===== config.mk =====
export PLATFORM = sky130hd
export DESIGN_NAME = symbol_packer
export DESIGN_NICKNAME = d
export VERILOG_FILES = /design/src/rtl/symbol_packer_pkg.sv /design/src/rtl/sampling_fifo.sv /design/src/rtl/symbol_packer.sv
export SDC_FILE = /design/constraint.sdc
export NUM_CORES = 1
export LEC_CHECK = 0
export ABC_CLOCK_PERIOD_IN_PS = 4000
export CAP_MARGIN = 30
export CORE_AREA = 2 2 159 161
export CTS_CLUSTER_DIAMETER = 150
export DETAILED_ROUTE_END_ITERATION = 8
export DIE_AREA = 0 0 161 163
export GPL_TIMING_DRIVEN = 0
export HOLD_SLACK_MARGIN = 0.12
export PLACE_DENSITY_LB_ADDON = 0.2
export SLEW_MARGIN = 15
export SYNTH_ARGS = -nofsm -noshare
export SYNTH_HDL_FRONTEND = slang
export SYNTH_SLANG_ARGS = --single-unit

===== constraint.sdc =====
create_clock -name sys_clk -period 4 [get_ports sys_clk]
set_input_delay 0.6 -clock sys_clk [delete_from_list [all_inputs] [get_ports sys_clk]]
set_output_delay 0.6 -clock sys_clk [all_outputs]
set_load 0.005 [all_outputs]

===== src/rtl/symbol_packer_pkg.sv =====
// Shared sampling constants and the FIFO entry layout used by the symbol
// packer and the upstream coder.
package symbol_packer_pkg;

  localparam int SYMBOL_W = 2;
  localparam int WORD_W   = 32;
  localparam int SYMS     = 16;
  localparam int SYMS_W   = $clog2(SYMS) + 1;   // holds 1..16
  localparam int ENTRY_W  = WORD_W + SYMS_W;    // 37

  typedef struct packed {
    logic [WORD_W-1:0] data;
    logic [SYMS_W-1:0] syms;
  } word_entry_t;

endpackage


===== src/rtl/sampling_fifo.sv =====
// Show-ahead FIFO for packed sample words.
// Ports:
//   clk_i, rst_ni          clock, async active-low reset (clears pointers)
//   push_i, push_data_i    write request and entry
//   pop_ready_i            consumer ready; pop happens when valid & ready
//   rd_data_o, rd_valid_o  head entry (zero when empty), non-empty flag
//   fill_o                 number of stored entries, 0..DEPTH
//   drop_o                 push refused because full with no pop
module sampling_fifo #(
  parameter int WIDTH = 37,
  parameter int DEPTH = 4
) (
  input  logic                     clk_i,
  input  logic                     rst_ni,
  input  logic                     push_i,
  input  logic [WIDTH-1:0]         push_data_i,
  input  logic                     pop_ready_i,
  output logic [WIDTH-1:0]         rd_data_o,
  output logic                     rd_valid_o,
  output logic [$clog2(DEPTH):0]   fill_o,
  output logic                     drop_o
);

  localparam int AW = $clog2(DEPTH);

  logic [WIDTH-1:0] mem_q [DEPTH];
  logic [AW-1:0]    wr_q, rd_q;
  logic [AW:0]      cnt_q;
  logic             full, empty, pop, wr_en;

  assign empty = (cnt_q == '0);
  assign full  = (cnt_q == (AW+1)'(DEPTH));
  assign pop   = !empty && pop_ready_i;
  // A pop in the same cycle frees the slot, so a full FIFO still accepts.
  assign wr_en  = push_i && (!full || pop);
  assign drop_o = push_i && full && !pop;

  always_ff @(posedge clk_i or negedge rst_ni) begin
    if (!rst_ni) begin
      wr_q  <= '0;
      rd_q  <= '0;
      cnt_q <= '0;
    end else begin
      if (wr_en) wr_q <= wr_q + 1'b1;
      if (pop)   rd_q <= rd_q + 1'b1;
      case ({wr_en, pop})
        2'b10:   cnt_q <= cnt_q + 1'b1;
        2'b01:   cnt_q <= cnt_q - 1'b1;
        default: cnt_q <= cnt_q;
      endcase
    end
  end

  always_ff @(posedge clk_i) begin
    if (wr_en) mem_q[wr_q] <= push_data_i;
  end

  assign rd_valid_o = !empty;
  assign rd_data_o  = empty ? '0 : mem_q[rd_q];
  assign fill_o     = cnt_q;

endmodule


===== src/rtl/symbol_packer.sv =====
// Packs 2-bit symbols into 32-bit words (symbol k at bits [2k+1:2k]) and
// queues them in a show-ahead FIFO together with their symbol count.
// Ports:
//   sys_clk, sys_rst_n        clock, async active-low reset
//   enable, sample_stb        a symbol is accepted when both are high
//   symbol                    2-bit coded sample, stored unaltered
//   flush                     emit the current partial word (ignores enable)
//   word_data/word_syms       FIFO head word and its valid symbol count
//   word_valid/word_ready     head handshake
//   fill_level                words stored
//   overflow/overflow_clr     sticky drop flag and its clear (set wins)
module symbol_packer
  import symbol_packer_pkg::*;
#(
  parameter int DEPTH      = 4,
  parameter int SYMS_PARAM = SYMS
) (
  input  logic                     sys_clk,
  input  logic                     sys_rst_n,
  input  logic                     enable,
  input  logic                     sample_stb,
  input  logic [SYMBOL_W-1:0]      symbol,
  input  logic                     flush,
  output logic [WORD_W-1:0]        word_data,
  output logic [SYMS_W-1:0]        word_syms,
  output logic                     word_valid,
  input  logic                     word_ready,
  output logic [$clog2(DEPTH):0]   fill_level,
  output logic                     overflow,
  input  logic                     overflow_clr
);

  localparam logic [3:0] LAST_SLOT = 4'(SYMS_PARAM - 1);

  logic [3:0]        cnt_q, cnt_d;
  logic [WORD_W-1:0] asm_q, asm_d;
  logic              ovf_q, ovf_d;

  logic              accept, push, drop;
  logic [WORD_W-1:0] asm_ins;
  logic [SYMS_W-1:0] cnt_ins;
  word_entry_t       push_entry, head_entry;

  assign accept  = sample_stb && enable;
  // Unused slots are always zero, so OR-ing the new symbol in is enough.
  assign asm_ins = asm_q | (WORD_W'(symbol) << {cnt_q, 1'b0});
  assign cnt_ins = {1'b0, cnt_q} + 1'b1;

  always_comb begin
    push       = 1'b0;
    push_entry = '0;
    asm_d      = asm_q;
    cnt_d      = cnt_q;
    if (accept) begin
      // The symbol goes in before any flush in the same cycle.
      if (cnt_q == LAST_SLOT || flush) begin
        push       = 1'b1;
        push_entry = '{data: asm_ins, syms: cnt_ins};
        asm_d      = '0;
        cnt_d      = '0;
      end else begin
        asm_d = asm_ins;
        cnt_d = cnt_ins[3:0];
      end
    end else if (flush && cnt_q != '0) begin
      push       = 1'b1;
      push_entry = '{data: asm_q, syms: {1'b0, cnt_q}};
      asm_d      = '0;
      cnt_d      = '0;
    end
  end

  always_comb begin
    ovf_d = ovf_q;
    if (drop)              ovf_d = 1'b1;
    else if (overflow_clr) ovf_d = 1'b0;
  end

  always_ff @(posedge sys_clk or negedge sys_rst_n) begin
    if (!sys_rst_n) begin
      cnt_q <= '0;
      asm_q <= '0;
      ovf_q <= 1'b0;
    end else begin
      cnt_q <= cnt_d;
      asm_q <= asm_d;
      ovf_q <= ovf_d;
    end
  end

  sampling_fifo #(
    .WIDTH (ENTRY_W),
    .DEPTH (DEPTH)
  ) u_fifo (
    .clk_i       (sys_clk),
    .rst_ni      (sys_rst_n),
    .push_i      (push),
    .push_data_i (push_entry),
    .pop_ready_i (word_ready),
    .rd_data_o   (head_entry),
    .rd_valid_o  (word_valid),
    .fill_o      (fill_level),
    .drop_o      (drop)
  );

  assign word_data = head_entry.data;
  assign word_syms = head_entry.syms;
  assign overflow  = ovf_q;

endmodule


==> flow_summary.toml, run 1 <==
[status]
outcome = "completed"

[setup_path]
worst_r2r_endpoint = "u_fifo.mem_q[3][27]"
crit_fanout = 10
critical_path_class = "reg -> out"
worst_ep_required_time_ns = 3.40
startpoint = "u_fifo.fill_o[0]"
r2r_cells = 8
critical_path.endpoint = "word_data[12]"
end_kind = "output pin"
critPathLaunchType = "flop"
critPathArrivalTime_ns = 2.48
ff2ff_setup_slack_ns = 1.10
worstReg2RegStart = "cnt_q[1]"

[grt]
use_met2_pct = 23.9
met1_usage_pct = 20.2
grt_max_degree = 29
grt_pass1_wl_um = 29500
antenna_found_initial = 0
gr-total-overflow = 0
grt.busiest_layer = "met2"
grt_usage_pct = 14.9
met3_usage_pct = 3.79
grt_pass1_vias = 5039

[logic_synthesis]
synthFlopType = "edfxtp_1"
netlist_area_sq_mm = 0.00848
async_reset_ff_share_pct = 22.9
syn_area_per_cell_sq_um = 15.9
yosys_warnings = 0
synthDistinctLibCells = 47
synth.yosys.seq_area_share_pct = 65.4
synthCells = 532
synth_edf_count = 148
syn_nets = 549
synth-seq-cells = 192

[power_and_ir_drop]
powerDensity_mw_per_mm2 = 594
p_leak_nw = 3.49
ir_drop_v = 0.000316

[final_layout]
num-fill-cells = 2266
nets = 622
diodes = 0
drive_above_1_share_pct = 20.2
final_cell_mix = "148 x edfxtp_1, 48 x clkdlybuf4s50_1, 44 x dfrtp_1"
area_growth_pct = 18.4
mostFrequentLayoutCell = "edfxtp_1"

[floorplan]
die_w_um = 161
die_h_um = 163
core-area_sq_mm = 0.0247
rows = 58
pin_count = 51
die_area_sq_mm = 0.0262
start_util_pct = 34.4

[clock_network]
cts.htree.levels = 4
cts-root-buf = "clkbuf_16"
insertion_delay_ns = 0.43
numCtsBuffers = 17
cts_sinks = 192
cts_resized = 0
path_clk_slew_ns = 0.07
cts_max_path_buffers = 2
postCtsHoldBufs = 0
cts_setup_buffers = 0
cts_tree = "yes"

[timing]
fin_ws_ns = 0.918
tightestPinTransition_ns = 0.688
maxSlewHeadroom_pct = 54.1
skew_ns = 0.00673
tns_ns = 0
max_freq_mhz = 325
rsz0062_at_grt = "false"
final_max_slew_viol_count = 0
hold_viol = 0
setup_violations = 0
fin_crit_ns = 3.08
fin_crit_sh_pct = 77.0

[placement]
place_ws_ns = 1.06
io_buffers = 49
hpwl_um = 12900
place.gp.congestion = 0.882

[detailed_routing]
postRouteAntennaNets = 0
first_pass_iters = 5
vias = 4890
vias_per_cell = 5.16
post-route-drc-count = 0
wl_per_cell_um = 19.9
wirelength_um = 18800
drt_iter0_drc = 360

[job]
maxCapViolCount = 0

[hold_path]
worstHoldPathType = "in -> async"
-- synthesized netlist by cell type, types with 3 or more instances --
| master | number | area [sq um] |
|---|---|---|
| a41oi_1 | 32 | 280 |
| and2_1 | 45 | 282 |
| and3b_1 | 3 | 26.3 |
| buf_2 | 17 | 85.1 |
| buf_4 | 11 | 82.6 |
| buf_6 | 8 | 90.1 |
| clkbuf_1 | 11 | 41.3 |
| dfrtp_1 | 44 | 1100 |
| edfxtp_1 | 148 | 4440 |
| ha_1 | 7 | 87.6 |
| inv_1 | 9 | 33.8 |
| mux4_2 | 37 | 833 |
| nand2_1 | 3 | 11.3 |
| nand2b_1 | 3 | 18.8 |
| nand3_1 | 6 | 30.0 |
| nand3b_1 | 4 | 30.0 |
| nor2_1 | 36 | 135 |
| nor2b_1 | 3 | 18.8 |
| nor4_1 | 29 | 181 |
| nor4_2 | 4 | 50.1 |
| o21a_1 | 32 | 240 |
| or3b_1 | 3 | 26.3 |
| xnor2_1 | 3 | 26.3 |
| xor2_1 | 4 | 35.0 |
-- cell type report --
class	instances	area (sq um)	share of cell area, %
Clock buffer	17	425	4.24
Tap cell	330	413	4.11
Inverter	9	33.8	0.336
Clock inverter	15	131	1.31
Multi-Input combinational cell	282	2600	25.9
Timing Repair Buffer	54	586	5.83
Sequential cell	192	5550	55.2
Buffer	49	309	3.08
-- critical path, cell delays in order (launching register included) --
cell and delay [ns]:
dfrtp_1 0.44, or3_1 0.21, clkbuf_1 0.38, clkbuf_1 0.34, and2_1 0.18, clkdlybuf4s50_1 0.50
-- kinds of logic after synthesis --
| group | Yosys count | share of synthesized area (%) |
|---|---|---|
| and+or+nand+nor | 150 | 10.6 |
| AOI/OAI and AO/OA | 77 | 7.73 |
| buffers and inverters | 58 | 4.04 |
| adders and majority gates | 8 | 1.27 |
| muxes | 40 | 10.2 |
| DFF | 192 | 65.4 |
| xor gates and xnor gates | 7 | 0.723 |
-- registers in the layout (all words and copies together), names as in the netlist --
register	flops
asm_q	32
cnt_q	4
overflow	1
u_fifo.fill_o	3
u_fifo.mem_q	148
u_fifo.rd_q	2
u_fifo.wr_q	2
-- routing by layer --
metal,vias up,wire length (um)
li1,2238,-
met1,2478,8480
met2,149,9030
met3,25,1010
met4,0,318
met5,-,0
-- worst min path at each step --
stage                          from        endpoint  slack (ns)  depth (start not counted)
final                     sys_rst_n        overflow        0.11                          1
after global routing      sys_rst_n        overflow        0.13                          1
after global placement    asm_q[17]       asm_q[17]        0.48                          2
after floorplan           sys_rst_n        asm_q[0]        0.30                          0
after CTS                 sys_rst_n  u_fifo.wr_q[0]        0.12                          1
after detailed placement  asm_q[29]       asm_q[29]        0.49                          2
-- power by group --
part	switching [mW]	internal (mW)	total, mW	leakage, nW
clock network	0.748	0.865	1.61	0.268
logic	0.844	1.11	1.96	1.26
registers	0.0670	2.32	2.39	1.96
-- stage by stage --
step	cells	hold slack (ns)	total power [mW]	instance area [sq um]	util, %
6_report	948	0.110	5.96	10000	40.7
5_1_grt	948	0.128	6.28	10000	40.7
3_5_place_dp	916	0.487	4.45	9480	38.4
3_3_place_gp	911	0.482	4.41	9380	38.0
4_1_cts	948	0.122	6.06	10000	40.7
2_1_floorplan	532	0.304	3.51	8480	-
Power figures use the tool's default switching activity.
==> run 2: changes to the inputs <==
- ABC_CLOCK_PERIOD_IN_PS: 4000 -> 3200
- clock period: 4 -> 3.2 ns (I/O delays scaled with it)
==> run 2 against run 1 <==
Against the previous run: global-route usage is essentially flat; clock skew about the same; largest cell class unchanged; combinational power grew 25%.
==> flow_summary.toml, run 2 (synthesis gave the netlist of run 1 again) <==
[timing]
skew_ns = 0.00688
rsz0062_at_grt = "false"
maxSlewHeadroom_pct = 54.0
tns_ns = 0
hold_viol = 0
tightestPinTransition_ns = 0.690
fin_crit_ns = 2.91
final_max_slew_viol_count = 0
setup_violations = 0
fin_crit_sh_pct = 91.1
max_freq_mhz = 343

[clock_network]
cts_sinks = 192
cts-root-buf = "clkbuf_16"
cts.htree.levels = 4
cts_max_path_buffers = 2
path_clk_slew_ns = 0.07
numCtsBuffers = 17
cts_tree = "yes"
insertion_delay_ns = 0.42
cts_setup_buffers = 0

[floorplan]
rows = 58
die_w_um = 161
start_util_pct = 34.4
pin_count = 51
core-area_sq_mm = 0.0247
die_area_sq_mm = 0.0262
die_h_um = 163

[placement]
place_area_sq_mm = 0.00948
io_buffers = 49
hpwl_um = 12900
place.gp.congestion = 0.882
place_inst = 916

[setup_path]
crit_family = "buffers and inverters"
worstPathCellList = "buf_2 > buf_2 > inv_1 > ha_1 > nand2b_1 > a311oi_4 > and2_2 > buf_12"
critical_path_class = "reg -> reg"
crit_fanout = 24
r2r_cells = 8
path_common_cell = "buf_2"
critPathLaunchType = "flop"
critPathArrivalTime_ns = 3.03
slowest_stage = "and2_2"
cp_num_buf_inv = 4
slowest_delay_ns = 0.52
worst_ep_required_time_ns = 3.32
path_depth = 8
end_kind = "flop"

[detailed_routing]
postRouteAntennaNets = 0
vias_per_cell = 5.15
drt_iter0_drc = 377
vias = 4890
wl_per_cell_um = 19.9
first_pass_iters = 5
post-route-drc-count = 0
wirelength_um = 18900

[power_and_ir_drop]
ir_drop_v = 0.000396
p_sw_mw = 2.08
p_sw_share_pct = 27.9
pwr-share-seq_pct = 40.1
power_frac_comb_pct = 32.8
intPower_mw = 5.38
p_leak_nw = 3.50
powerDensity_mw_per_mm2 = 742
clkPwrFrac_pct = 27.1

[grt]
grt_pass1_vias = 5045
gr-total-overflow = 0
antenna_found_initial = 0
grt_max_degree = 29
grt_pass1_wl_um = 29500
grt_usage_pct = 14.9

[final_layout]
multi_input_area_sq_mm = 0.00260
diodes = 0
num-fill-cells = 2267
area_growth_pct = 18.5
top_regs = "u_fifo.mem_q x148, asm_q x32, cnt_q x4"
final_area_sq_mm = 0.0101
nets = 623
drive_above_1_share_pct = 20.4
largest_reg_flops = 148
stdcell_count = 949
regArea_sq_mm = 0.00555
final_cell_mix = "148 x edfxtp_1, 48 x clkdlybuf4s50_1, 44 x dfrtp_1"
regMostFlops = "u_fifo.mem_q"
mostFrequentLayoutCell = "edfxtp_1"

[job]
maxCapViolCount = 0

[hold_path]
worstHoldPathType = "in -> reg"
min_path_cells = 2

[status]
outcome = "completed"
-- run 2: repair_timing --
item | 4_1_cts | 5_1_grt
hold buffers | 1 | 0
hold endpoints to repair | 16 | 0
setup endpoints to repair | 0 | 9
gates resized for setup | 0 | 2
-- run 2: through the flow --
stage	hold WS, ns	power (mW)	util [%]	setup slack [ns]
after floorplan	0.184	4.39	-	0.356
after global placement	0.482	5.51	38.0	-0.738
after detailed placement	0.459	5.56	38.4	0.289
after CTS	0.278	7.58	40.7	0.111
after global routing	0.294	7.85	40.7	0.0932
final	0.299	7.46	40.7	0.286
-- run 2: worst paths after layout --
check / start / endpoint / slack (ns)
setup / recovery: cnt_q[1] / u_fifo.mem_q[3][27] / 0.29
hold / removal: flush / cnt_q[2] / 0.30
setup reg to reg: cnt_q[1] / u_fifo.mem_q[3][27] / 0.29
hold reg to reg: asm_q[8] / asm_q[8] / 0.51
max in group asynchronous: sys_rst_n / asm_q[16] / 2.17
min in group asynchronous: sys_rst_n / overflow / 0.53
-- run 2: worst register-to-register path, delay by kind of cell (launching register included) --
kind	cells	cell delay, ns
AO/OA/AOI/OAI	1	0.47
adder cells (fa/ha/maj)	1	0.20
buffers and inverters	4	0.81
flip-flops	1	0.38
AND/OR/NAND/NOR	2	0.73
-- run 2: metal layers --
metal / global-route usage, % / vias up / wire, um
met1: 20.2 / 2485 / 8410
met2: 24.0 / 147 / 9110
met4: 4.50 / 0 / 294
li1: - / 2236 / -
met3: 3.79 / 22 / 1080
met5: 0 / - / 0
-- run 2: layout make-up --
type	count	share of cell area (%)
Buffer	49	3.09
Clock buffer	17	4.23
Clock inverter	15	1.31
Inverter	9	0.336
Multi-Input combinational cell	282	25.8
Sequential cell	192	55.2
Tap cell	330	4.11
Timing Repair Buffer	55	5.92
-- run 2: power groups by stage --
stage	clock network [mW]	registers, mW	logic (mW)
CTS	2.06	2.99	2.52
floorplan	0	3.03	1.37
global placement	0	3.05	2.46
global route	2.16	3.01	2.68
detailed placement	0	3.05	2.51
finish	2.02	2.99	2.45
==> run 3: changes to the inputs <==
- ABC_CLOCK_PERIOD_IN_PS: 3200 -> 2600
- PLACE_DENSITY_LB_ADDON: 0.2 -> not set
- clock period: 3.2 -> 2.6 ns (I/O delays scaled with it)
==> run 3 against run 2 <==
Against the previous run: combinational power up 31%; clock power is 23% higher; setup slack lost 0.22 ns; register-to-register slack worse by 0.15 ns; global-route usage rose by 0.14 points; die area stayed put; power rose by 26%; via count is 4.4% higher; final area increased by 3.0%; utilization is 1.2 points higher; sequential cell count did not move; routed wire length increased by 1.6%; largest power group unchanged.
==> flow_summary.toml, run 3 (synthesis gave the netlist of run 1 again) <==
[clock_network]
cts_max_path_buffers = 2
cts-root-buf = "clkbuf_16"
path_clk_slew_ns = 0.06
numCtsBuffers = 17
cts_sinks = 192
cts_tree = "yes"
cts.htree.levels = 4
insertion_delay_ns = 0.43

[placement]
io_buffers = 49
place.gp.congestion = 0.871
place_area_sq_mm = 0.00949
hpwl_um = 12800
place_inst = 916

[detailed_routing]
first_pass_iters = 7
wirelength_um = 19200
vias_per_cell = 5.30
vias = 5103
drt_iter0_drc = 519
post-route-drc-count = 0
wl_per_cell_um = 19.9
postRouteAntennaNets = 0

[timing]
hold_viol = 0
max_freq_mhz = 394
fin_crit_ns = 2.54
setup_violations = 0
tightestPinTransition_ns = 0.709
fin_crit_sh_pct = 97.6
maxSlewHeadroom_pct = 52.8
skew_ns = 0.00759
final_max_slew_viol_count = 0

[final_layout]
drive_above_1_share_pct = 23.3
final_area_sq_mm = 0.0103
top_regs = "u_fifo.mem_q x148, asm_q x32, cnt_q x4"
fin_util_pct = 41.9
area_growth_pct = 22.0
nets = 636
stdcell_count = 962
num-fill-cells = 2227
mostFrequentLayoutCell = "edfxtp_1"
largest_reg_flops = 148
diodes = 0
final_cell_mix = "148 x edfxtp_1, 42 x dfrtp_1, 38 x and2_1"
regMostFlops = "u_fifo.mem_q"

[hold_path]
worstHoldPathType = "in -> reg"

[job]
maxCapViolCount = 0

[floorplan]
die_area_sq_mm = 0.0262
start_util_pct = 34.4
die_h_um = 163
die_w_um = 161
rows = 58
core-area_sq_mm = 0.0247
pin_count = 51

[setup_path]
worst_ep_required_time_ns = 2.21
critical_path_class = "reg -> out"
critPathArrivalTime_ns = 2.15
crit_fanout = 6
critPathLaunchType = "flop"
end_kind = "output pin"

[grt]
grt_max_degree = 27
antenna_found_initial = 0
grt_usage_pct = 15.1
grt_pass1_vias = 5350
grt_pass1_wl_um = 29900
gr-total-overflow = 0

[power_and_ir_drop]
powerDensity_mw_per_mm2 = 908
power_frac_comb_pct = 34.1
clkPwrFrac_pct = 26.5
p_sw_mw = 2.56
p_sw_share_pct = 27.2
intPower_mw = 6.84
pwr-share-seq_pct = 39.4
ir_drop_v = 0.000434
p_leak_nw = 3.87
finalPower_mw = 9.39

[status]
outcome = "completed"
[run 3: changes by cell type in the layout (fill, tap and decap cells not counted), sizes merged, moves of 3 or more]
cell           change
dlymetal6s2s      +21
clkdlybuf4s50     -37
dlygate4sd2       +15
clkbuf             +3
buf               +14
inv                -5
[run 3: repair_timing]
action,CTS,global route
pin swaps,1,1
resized for setup,42,39
endpoints found under the hold margin,25,0
setup buffers,6,9
hold buffers,1,0
setup endpoints to repair,187,116
[run 3: final timing paths]
| kind | start | slack [ns] | end | depth (start not counted) |
|---|---|---|---|---|
| max in group asynchronous | sys_rst_n | 1.50 | cnt_q[0] | 3 |
| min reg2reg | asm_q[2] | 0.50 | asm_q[2] | 2 |
| min in group asynchronous | sys_rst_n | 0.55 | overflow | 2 |
| max reg2reg | cnt_q[0] | 0.14 | u_fifo.mem_q[2][2] | 7 |
| min | flush | 0.21 | cnt_q[2] | 2 |
| max | u_fifo.rd_q[0] | 0.06 | word_data[2] | 6 |
[run 3: power by group through the flow]
stage / Clock, mW / Combinational [mW] / Sequential [mW]
after floorplan: 0 / 1.68 / 3.72
after global placement: 0 / 3.01 / 3.73
after detailed placement: 0 / 3.11 / 3.75
after CTS: 2.53 / 3.20 / 3.69
after global routing: 2.66 / 3.50 / 3.72
final: 2.49 / 3.21 / 3.70
[run 3: worst max-delay path, cell delays in order, from the launching register on]
cell and delay [ns]:
dfrtp_2 0.45, buf_12 0.13, buf_12 0.12, buf_8 0.11
mux4_2 0.49, and2_4 0.17, dlygate4sd2_1 0.26
[run 3: area by class of cell]
cell class              count  area, sq um  area share, %
plain buffers              47          399           3.86
inverters                   9         33.8          0.326
flip-flops and latches    192         5550           53.6
well taps                 330          413           3.99
repair buffers             70          782           7.56
clock inverters            11          118           1.14
multi-input cells         282         2620           25.3
clock buffers              21          440           4.26
[run 3: layer usage]
layer / global-route usage [%] / part of all wire, % / routed length [um]
met5: 0 / 0 / 0
met4: 5.68 / 2.2 / 429
met3: 3.49 / 6.1 / 1160
met2: 25.6 / 51 / 9710
met1: 18.9 / 41 / 7880
[run 3: metrics by stage]
| step | setup TNS, ns | hold slack (ns) | setup WS, ns |
|---|---|---|---|
| CTS | -0.490 | 0.192 | -0.0445 |
| global route | -0.0555 | 0.207 | -0.00840 |
| finish | 0 | 0.214 | 0.0621 |
| floorplan | 0 | 0.0944 | 0.136 |
| global placement | -78.67 | 0.483 | -0.498 |
| detailed placement | -31.14 | 0.468 | -0.302 |
